===== config.mk =====
export PLATFORM = sky130hd
export DESIGN_NAME = fp_normalize_round
export DESIGN_NICKNAME = d
export VERILOG_FILES = /design/src/rtl/fp_normalize_round_pkg.sv /design/src/rtl/fp_lzc.sv /design/src/rtl/fp_normalize_round.sv
export SDC_FILE = /design/constraint.sdc
export NUM_CORES = 1
export LEC_CHECK = 0
export ABC_AREA = 1
export CORE_ASPECT_RATIO = 1.1
export CORE_MARGIN = 2
export CORE_UTILIZATION = 50
export DETAILED_ROUTE_END_ITERATION = 16
export GPL_ROUTABILITY_DRIVEN = 1
export PLACE_DENSITY_LB_ADDON = 0.1
export SYNTH_ARGS = -nofsm -noshare
export SYNTH_HDL_FRONTEND = slang
export SYNTH_SLANG_ARGS = --single-unit

===== constraint.sdc =====
create_clock -name clk -period 5.7 [get_ports clk]
set_input_delay 1.14 -clock clk [delete_from_list [all_inputs] [get_ports clk]]
set_output_delay 1.14 -clock clk [all_outputs]
set_load 0.05 [all_outputs]

===== src/rtl/fp_normalize_round_pkg.sv =====
// rtl/fp_normalize_round_pkg.sv - shared floating-point widths, types and constants
package fp_normalize_round_pkg;

  localparam int exp_width = 11;
  localparam int sig_width = 52;
  localparam int exp_bias  = 1023;

  typedef struct packed {
    logic                 sign;
    logic [exp_width-1:0] exp;
    logic [sig_width-1:0] frac;
  } floating_point_number_t;

  // Unnormalized sum from the significand adder: carry, hidden, fraction, G, R, S
  typedef struct packed {
    logic                 sign;
    logic [exp_width:0]   exp;
    logic [sig_width+4:0] mant;
  } raw_sum_t;

  localparam floating_point_number_t canonical_qnan =
    floating_point_number_t'({1'b0, {exp_width{1'b1}}, 1'b1, {(sig_width-1){1'b0}}});

endpackage


===== src/rtl/fp_lzc.sv =====
// rtl/fp_lzc.sv - combinational leading-zero counter
module fp_lzc #(
  parameter int W = 56
) (
  input  logic [W-1:0]           value,
  output logic [$clog2(W+1)-1:0] count
);

  localparam int CW = $clog2(W+1);

  // Scan upward so the highest set bit has the final say; all-zero yields W
  always_comb begin
    count = CW'(W);
    for (int i = 0; i < W; i++) begin
      if (value[i]) count = CW'(W - 1 - i);
    end
  end

endmodule


===== src/rtl/fp_normalize_round.sv =====
// rtl/fp_normalize_round.sv - two-stage post-add normalize and round-to-nearest-even
module fp_normalize_round
  import fp_normalize_round_pkg::*;
#(
  parameter int EXP_W = exp_width,
  parameter int SIG_W = sig_width
) (
  input  logic                   clk,
  input  logic                   rst,
  input  logic                   in_valid,
  output logic                   in_ready,
  input  logic                   in_sign,
  input  logic [EXP_W:0]         in_exp,
  input  logic [SIG_W+4:0]       in_mant,
  input  logic                   in_nan,
  input  logic                   in_inf,
  output logic                   out_valid,
  input  logic                   out_ready,
  output floating_point_number_t out_result,
  output logic                   out_inexact,
  output logic                   out_overflow
);

  localparam int MW = SIG_W + 4;          // hidden..sticky, carry excluded
  localparam int CW = $clog2(MW + 1);
  localparam int XW = EXP_W + 2;          // wide enough that exp+1 and rounding never wrap

  raw_sum_t raw;
  assign raw = {in_sign, in_exp, in_mant};

  logic [MW-1:0] low;
  logic [CW-1:0] lz;
  assign low = raw.mant[MW-1:0];

  fp_lzc #(.W(MW)) u_lzc (
    .value (low),
    .count (lz)
  );

  logic [XW-1:0] exp_ext, exp_m1, lz_ext, shamt, n_exp;
  logic [MW-1:0] n_mant;

  // Normalize: right-shift on carry-out, else left-shift limited so exponent stays >= 1
  always_comb begin
    exp_ext = {1'b0, raw.exp};
    exp_m1  = exp_ext - XW'(1);
    lz_ext  = XW'(lz);
    shamt   = (lz_ext < exp_m1) ? lz_ext : exp_m1;
    if (raw.mant[MW]) begin
      n_mant = {raw.mant[MW:2], raw.mant[1] | raw.mant[0]};
      n_exp  = exp_ext + XW'(1);
    end else begin
      n_mant = low << shamt;
      n_exp  = exp_ext - shamt;
    end
    // No hidden bit left means subnormal or zero, which encode exponent 0
    if (!n_mant[MW-1]) n_exp = '0;
  end

  logic s2_adv;
  logic s1_valid, s1_sign, s1_g, s1_rs, s1_nan, s1_inf;
  logic [XW-1:0]    s1_exp;
  logic [SIG_W-1:0] s1_frac;

  assign s2_adv   = !out_valid || out_ready;
  assign in_ready = !s1_valid || s2_adv;

  // Stage 1 register: loads whenever the slot is free or draining this cycle
  always_ff @(posedge clk or posedge rst) begin
    if (rst) begin
      s1_valid <= 1'b0;
      s1_sign  <= 1'b0;
      s1_exp   <= '0;
      s1_frac  <= '0;
      s1_g     <= 1'b0;
      s1_rs    <= 1'b0;
      s1_nan   <= 1'b0;
      s1_inf   <= 1'b0;
    end else if (in_ready) begin
      s1_valid <= in_valid;
      if (in_valid) begin
        s1_sign <= raw.sign;
        s1_exp  <= n_exp;
        s1_frac <= n_mant[MW-2:3];
        s1_g    <= n_mant[2];
        s1_rs   <= n_mant[1] | n_mant[0];
        s1_nan  <= in_nan;
        s1_inf  <= in_inf;
      end
    end
  end

  logic                   inc, r_ovf, r_inexact;
  logic [XW+SIG_W-1:0]    rounded;
  logic [XW-1:0]          r_exp;
  floating_point_number_t r_result;

  // Round: adding into {exp, frac} lets a fraction carry bump the exponent,
  // including the subnormal-to-smallest-normal case
  always_comb begin
    inc       = s1_g & (s1_rs | s1_frac[0]);
    rounded   = {s1_exp, s1_frac} + (XW+SIG_W)'(inc);
    r_exp     = rounded[XW+SIG_W-1:SIG_W];
    r_ovf     = 1'b0;
    r_inexact = s1_g | s1_rs;
    r_result  = {s1_sign, r_exp[EXP_W-1:0], rounded[SIG_W-1:0]};
    if (s1_nan) begin
      r_result  = canonical_qnan;
      r_inexact = 1'b0;
    end else if (s1_inf) begin
      r_result  = {s1_sign, {EXP_W{1'b1}}, {SIG_W{1'b0}}};
      r_inexact = 1'b0;
    end else if (r_exp >= {2'b00, {EXP_W{1'b1}}}) begin
      r_result  = {s1_sign, {EXP_W{1'b1}}, {SIG_W{1'b0}}};
      r_ovf     = 1'b1;
      r_inexact = 1'b1;
    end
  end

  // Stage 2 / output register: held while downstream stalls
  always_ff @(posedge clk or posedge rst) begin
    if (rst) begin
      out_valid    <= 1'b0;
      out_result   <= '0;
      out_inexact  <= 1'b0;
      out_overflow <= 1'b0;
    end else if (s2_adv) begin
      out_valid <= s1_valid;
      if (s1_valid) begin
        out_result   <= r_result;
        out_inexact  <= r_inexact;
        out_overflow <= r_ovf;
      end
    end
  end

endmodule


# ---- Word-level counts from Yosys, hierarchy flattened
# Cells that the tools add are included.
dict set report totals {
  register_bits 138
  output_inout_bits 68
  wordCells 101
}
dict set report op_classes {
  n_addsub 4
  order_cmp 2
  n_shift 1
  n_mux 69
  bitwise_logic 5
  reduce_logical 6
}
# cell count
set ops {}
lappend ops {{$mux 6} 32}
lappend ops {{$mux 63} 2}
lappend ops {{$mux 5} 16}
lappend ops {{$add 65x1->65} 1}
lappend ops {{$mux 64} 1}
lappend ops {{$mux 56} 1}
lappend ops {{$shl 56x13->56} 1}
lappend ops {{$mux 13} 3}
lappend ops {{$mux 4} 8}
lappend ops {{$add 12x1->13 const B} 1}
lappend ops {{$ge 13x11->1 const B} 1}
lappend ops {{$lt 6x13->1} 1}
lappend ops {{$sub 12x1->13 const B} 1}
lappend ops {{$sub 12x13->13} 1}
lappend ops {{$mux 1} 6}
lappend ops {{$or 1x1->1} 4}
lappend ops {{$reduce_and 2->1} 2}
lappend ops {{$logic_not 1->1} 2}
lappend ops {{$logic_or 1x1->1} 2}
lappend ops {{$and 1x1->1} 1}

# ---- Longest topological paths before layout
dict set report logic_depth {
  ltp_word 61
  depth_mapped 93
}

# ---- By module
# From an unflattened synthesis, not the netlist that was laid out.
dict set report unflattened {
  cells_unflattened 2129
  hier_area_um2 12958.7
}
# mod instances cells_per_inst area_each_um2
set by_module_without_submodules {}
lappend by_module_without_submodules {fp_normalize_round 1 1938 12171.7}
lappend by_module_without_submodules {fp_lzc 1 191 787.0}

# ---- Worst setup path before layout
# No wires, ideal clock.
dict set report synth_path {
  kind {in2reg}
  start {in in_mant[2]}
  end {reg s1_exp[11]}
  setup_time_ps 117
  arrival_time_ps 6907
  required_time_ps 5583
  setup_slack_ps -1324
  stages 92
  n_path_buf 2
  cell_sequence {inv_1 -> nand2_1 -> nand2_1 -> nand2_1 -> nand2_1 -> nand2_1 -> nand2_1 -> nand2_1 -> nand2_1 -> nand2_1 -> nand2_1 -> nand2_1 -> nand2_1 -> nand2_1 -> nand2_1 -> nand2_1 -> nand2_1 -> nand2_1 -> (+56 left out) -> nor2_1 -> nor2_1 -> nor2_1 -> nor2_1 -> nor2_1 -> inv_1 -> a21oi_1 -> nor2_1 -> nor2_1 -> o21bai_1 -> nand2_1 -> inv_1 -> o21ai_0 -> nand2_1 -> o21ai_0 -> a21oi_1 -> nand2_1 -> nand2_1}
}
dict set report synth_between {
  elab_chain_cells 59
}
# item line
set synth_lines {}
lappend synth_lines {{start, declared} fp_normalize_round.sv:14} ;# input logic [SIG_W+4:0] in_mant,
lappend synth_lines {{$mux 4 (6 in a row)} fp_lzc.sv:15} ;# if (value[i]) count = CW'(W - 1 - i);
lappend synth_lines {{$mux 5 (16 in a row)} fp_lzc.sv:15}
lappend synth_lines {{$mux 6 (32 in a row)} fp_lzc.sv:15}
lappend synth_lines {{$lt 6x13->1} fp_normalize_round.sv:48} ;# shamt = (lz_ext < exp_m1) ? lz_ext : exp_m1;
lappend synth_lines {{$mux 13} fp_normalize_round.sv:48}
lappend synth_lines {{$sub 12x13->13 / $shl 56x13->56 (equally long branches)} {fp_normalize_round.sv:54, fp_normalize_round.sv:53}}
lappend synth_lines {{$mux 13 / $mux 56 (equally long branches)} fp_normalize_round.sv:49} ;# if (raw.mant[MW]) begin
lappend synth_lines {{$mux 13 (*)} fp_normalize_round.sv:57} ;# if (!n_mant[MW-1]) n_exp = '0;
lappend synth_lines {{end signal, assigned} fp_normalize_round.sv:83} ;# s1_exp <= n_exp;
lappend synth_lines {{end, declared} fp_normalize_round.sv:62} ;# logic [XW-1:0] s1_exp;
# Every way passes the cells marked *; elsewhere a longest branch is shown, timed or not.
# A chain may end at the register's enable or synchronous reset.

# ---- Worst setup path after layout
dict set report layout_path {
  start {in in_mant[1]}
  end {reg s1_exp[12]}
}
dict set report layout_between {
  elab_chain_cells 60
}
# item line
set layout_lines {}
lappend layout_lines {{$mux 4 (7 in a row)} fp_lzc.sv:15}
lappend layout_lines {{$mux 5 (16 in a row)} fp_lzc.sv:15}
lappend layout_lines {{$mux 6 (32 in a row)} fp_lzc.sv:15}
lappend layout_lines {{$lt 6x13->1} fp_normalize_round.sv:48}
lappend layout_lines {{$mux 13} fp_normalize_round.sv:48}
lappend layout_lines {{$sub 12x13->13 / $shl 56x13->56 (equally long branches)} {fp_normalize_round.sv:54, fp_normalize_round.sv:53}}
lappend layout_lines {{$mux 13 / $mux 56 (equally long branches)} fp_normalize_round.sv:49}
lappend layout_lines {{$mux 13 (*)} fp_normalize_round.sv:57}
# Marks and branches as above.

==> qor.yml <==
cts_buffer_depth: 2
place.gp.congestion: 1.08
cp-end-kind: "flip-flop"
yosysWarnings: 0
hpwlAfterDp_mm: 38.0
wl_met2_mm: 27.3
die_area_mm2: 0.0257
nets: 2536
ys.flop_type: "dfrtp_1"
grt_setup_unrepaired: "yes"
wire_per_inst_um: 21.6
crit_path_max_fanout: 6
avgSynthCellArea_um2: 6.28
max_freq_ghz: 0.139
endpoint: "s1_exp[12]$_DFFE_PP0P_"
min_period_ns: 7.22
regArea_mm2: 0.00345
violations: "negative setup slack"
async_flop_share_pct: 100
pin_count: 144
max-slew-margin-rel_pct: 26.5
status: "finished, violations left"
critPathLaunch: "in_mant[1]"
synth-seq-cells: 138
worstSkewPairLatency_ns: 0.42
slew_violations: 0
holdWs_ns: 0.484
path_class: "input port to flip-flop"
drive_gt1_share_pct: 36.4
dpl-instance-area_mm2: 0.0160
cpPeakStageDelay_ns: 0.29
syn2layout_area_growth_pct: 62.6
grt_max_degree: 93
grt.total_usage_pct: 43.3
drt_iter0_markers: 2160
reg2reg_to: "out_result[24]$_DFFE_PP0P_"
postLayoutCellArea_mm2: 0.0199
synth_nets: 2045
r2r_cells: 38
overflow: 0
synthCells: 1947
skew_ns: 0.0113
multi_input_area_mm2: 0.00953
antenna_found_initial: 1
drv_cap: 0
timing.final.ws_setup_ns: -1.52
ir_worst_vdd_mv: 0.203
grt_pass1_wl_mm: 88.1
cp_data_required_time_ns: 6.05
ys_seq_area_share_pct: 28.2
r2r_setup_slack_ns: -0.08
powerDensity_mw_per_mm2: 240
tightest_slew_ns: 1.10
clock-root-buffer: "clkbuf_16"
crit_top_cell: "nand2_1"
start_util_pct: 50.4
hold_viol_final: 0
cts.sinks: 138
netlist_area_mm2: 0.0122
wl_met3_mm: 5.93
vias: 17100
finalCritPeriodShare_pct: 127
ant_nets: 0
finalPower_mw: 4.78
slowest_stage: "ha_1"
cts.clk_slew.worst_paths_ns: 0.06
mostFrequentLayoutCells: "490 x nand2_1, 361 x buf_4, 237 x nand3_1, 166 x nand3_2, 138 x dfrtp_1"
io_buffers: 143
ys_types: 58
die_h_um: 168
n_fill_cell: 1560
firstDrtPassIters: 6
core_mm2: 0.0242
min_path_type: "flip-flop to flip-flop"
cts_buffers: 17
tritoncts: "done"
synth_edf_count: 0
viasPerCell: 6.21
arrival_ns: 7.57
crit_path_start_kind: "input port"
rows: 60
wl_met1_mm: 21.6
finalSetupViolations: 77
tns_ns: -32.20
p_leak_nw: 9.61
first_global_vias: 16500
dr.max_layer_used: "met4"
wl_mm: 59.5
worstReg2RegStart: "s1_rs$_DFFE_PP0P_"
cts_max_level: 4
die_w_um: 153
remaining_drc_errors: 0
final_common_cell: "nand2_1"
final_util_pct: 82.0
==> timing repair <==
item                                    in CTS  in global routing
pin swaps                                  110                133
gates resized for setup                    288                232
endpoints found under the setup margin     130                132
cloned                                      14                  2
hold buffers                                 0                  0
buffers inserted                           124                 14
endpoints found under the hold margin        0                  0
==> synth_stat cells (all sizes together), types with 3 or more instances <==
| cell type | count | area [µm²] |
|---|---|---|
| xnor2 | 22 | 193 |
| buf | 59 | 344 |
| o31ai | 5 | 37.5 |
| a22o | 3 | 26.3 |
| nand4 | 27 | 203 |
| o22ai | 11 | 93.8 |
| ha | 21 | 263 |
| o21ai | 79 | 399 |
| a31oi | 13 | 81.3 |
| a32o | 4 | 40.0 |
| o21bai | 4 | 30.0 |
| nor3 | 34 | 185 |
| a22oi | 20 | 150 |
| nor2 | 135 | 564 |
| xor2 | 38 | 333 |
| dfrtp | 138 | 3450 |
| nand2 | 589 | 2250 |
| clkbuf | 39 | 146 |
| clkinv | 3 | 11.3 |
| nand3 | 418 | 2100 |
| nor4 | 14 | 115 |
| inv | 167 | 632 |
| a21oi | 85 | 425 |
==> critical path, delay by kind of cell <==
| family | cells | cell delay (ns) |
|---|---|---|
| buffers and inverters | 8 | 0.82 |
| AND/OR/NAND/NOR | 72 | 4.23 |
| AO/OA/AOI/OAI | 8 | 1.03 |
| adder cells (fa/ha/maj) | 1 | 0.29 |
==> sequential cells by signal (all words and copies together) (netlist names) <==
register	flops
out_valid	1
s1_frac	52
s1_exp	13
s1_g	1
out_overflow	1
s1_sign	1
out_result	64
s1_valid	1
out_inexact	1
s1_inf	1
s1_rs	1
s1_nan	1
==> power by group <==
group	switching, mW	internal [mW]
combinational	1.44	0.887
clock	0.427	0.635
sequential	0.209	1.18
==> area by class of cell <==
cell class | instances | area share (%)
Multi-Input combinational cell | 1540 | 47.9
Timing Repair Buffer | 570 | 26.6
Sequential cell | 138 | 17.4
Inverter | 170 | 3.38
Clock buffer | 17 | 2.14
Tap cell | 310 | 1.95
Clock inverter | 12 | 0.654
Timing Repair inverter | 1 | 0.0566
Antenna cell | 1 | 0.0126
==> cells by family (layout without fill, tap and decap cells) <==
| kind of cell | count (synthesis) | in the layout | synth area share, % |
|---|---|---|---|
| simple gates | 1224 | 1224 | 44.7 |
| buf+inv | 269 | 770 | 9.35 |
| compound gates | 234 | 234 | 11.2 |
| flops | 138 | 138 | 28.2 |
| xor+xnor | 60 | 60 | 4.30 |
| fa+ha+maj | 22 | 22 | 2.31 |
| other cells | 0 | 1 | 0 |
==> worst min path at each step <==
stage,start,end,slack (ns),cells past startpoint
2_1_floorplan,s1_sign$_DFFE_PP0P_,s1_sign$_DFFE_PP0P_,0.45,2
3_3_place_gp,out_overflow$_DFFE_PP0P_,out_overflow$_DFFE_PP0P_,0.46,2
3_5_place_dp,out_result[10]$_DFFE_PP0P_,out_result[10]$_DFFE_PP0P_,0.48,2
4_1_cts,out_result[18]$_DFFE_PP0P_,out_result[18]$_DFFE_PP0P_,0.48,2
5_1_grt,s1_sign$_DFFE_PP0P_,out_result[63]$_DFFE_PP0P_,0.50,1
6_report,out_result[38]$_DFFE_PP0P_,out_result[38]$_DFFE_PP0P_,0.48,2
==> layer usage <==
layer,track usage [%],up-vias
met4,25.9,0
met2,72.2,1208
met1,52.9,8057
li1,-,7503
met3,6.69,376
met5,0,-
==> per-stage QoR <==
step | instances | setup WS [ns]
after global routing | 2758 | -2.26
after CTS | 2761 | -1.17
after detailed placement | 2598 | -2.04
after floorplan | 1947 | -1.05
final | 2759 | -1.52
after global placement | 2598 | -1.83
Note: power is estimated with default switching activity, not from simulation.
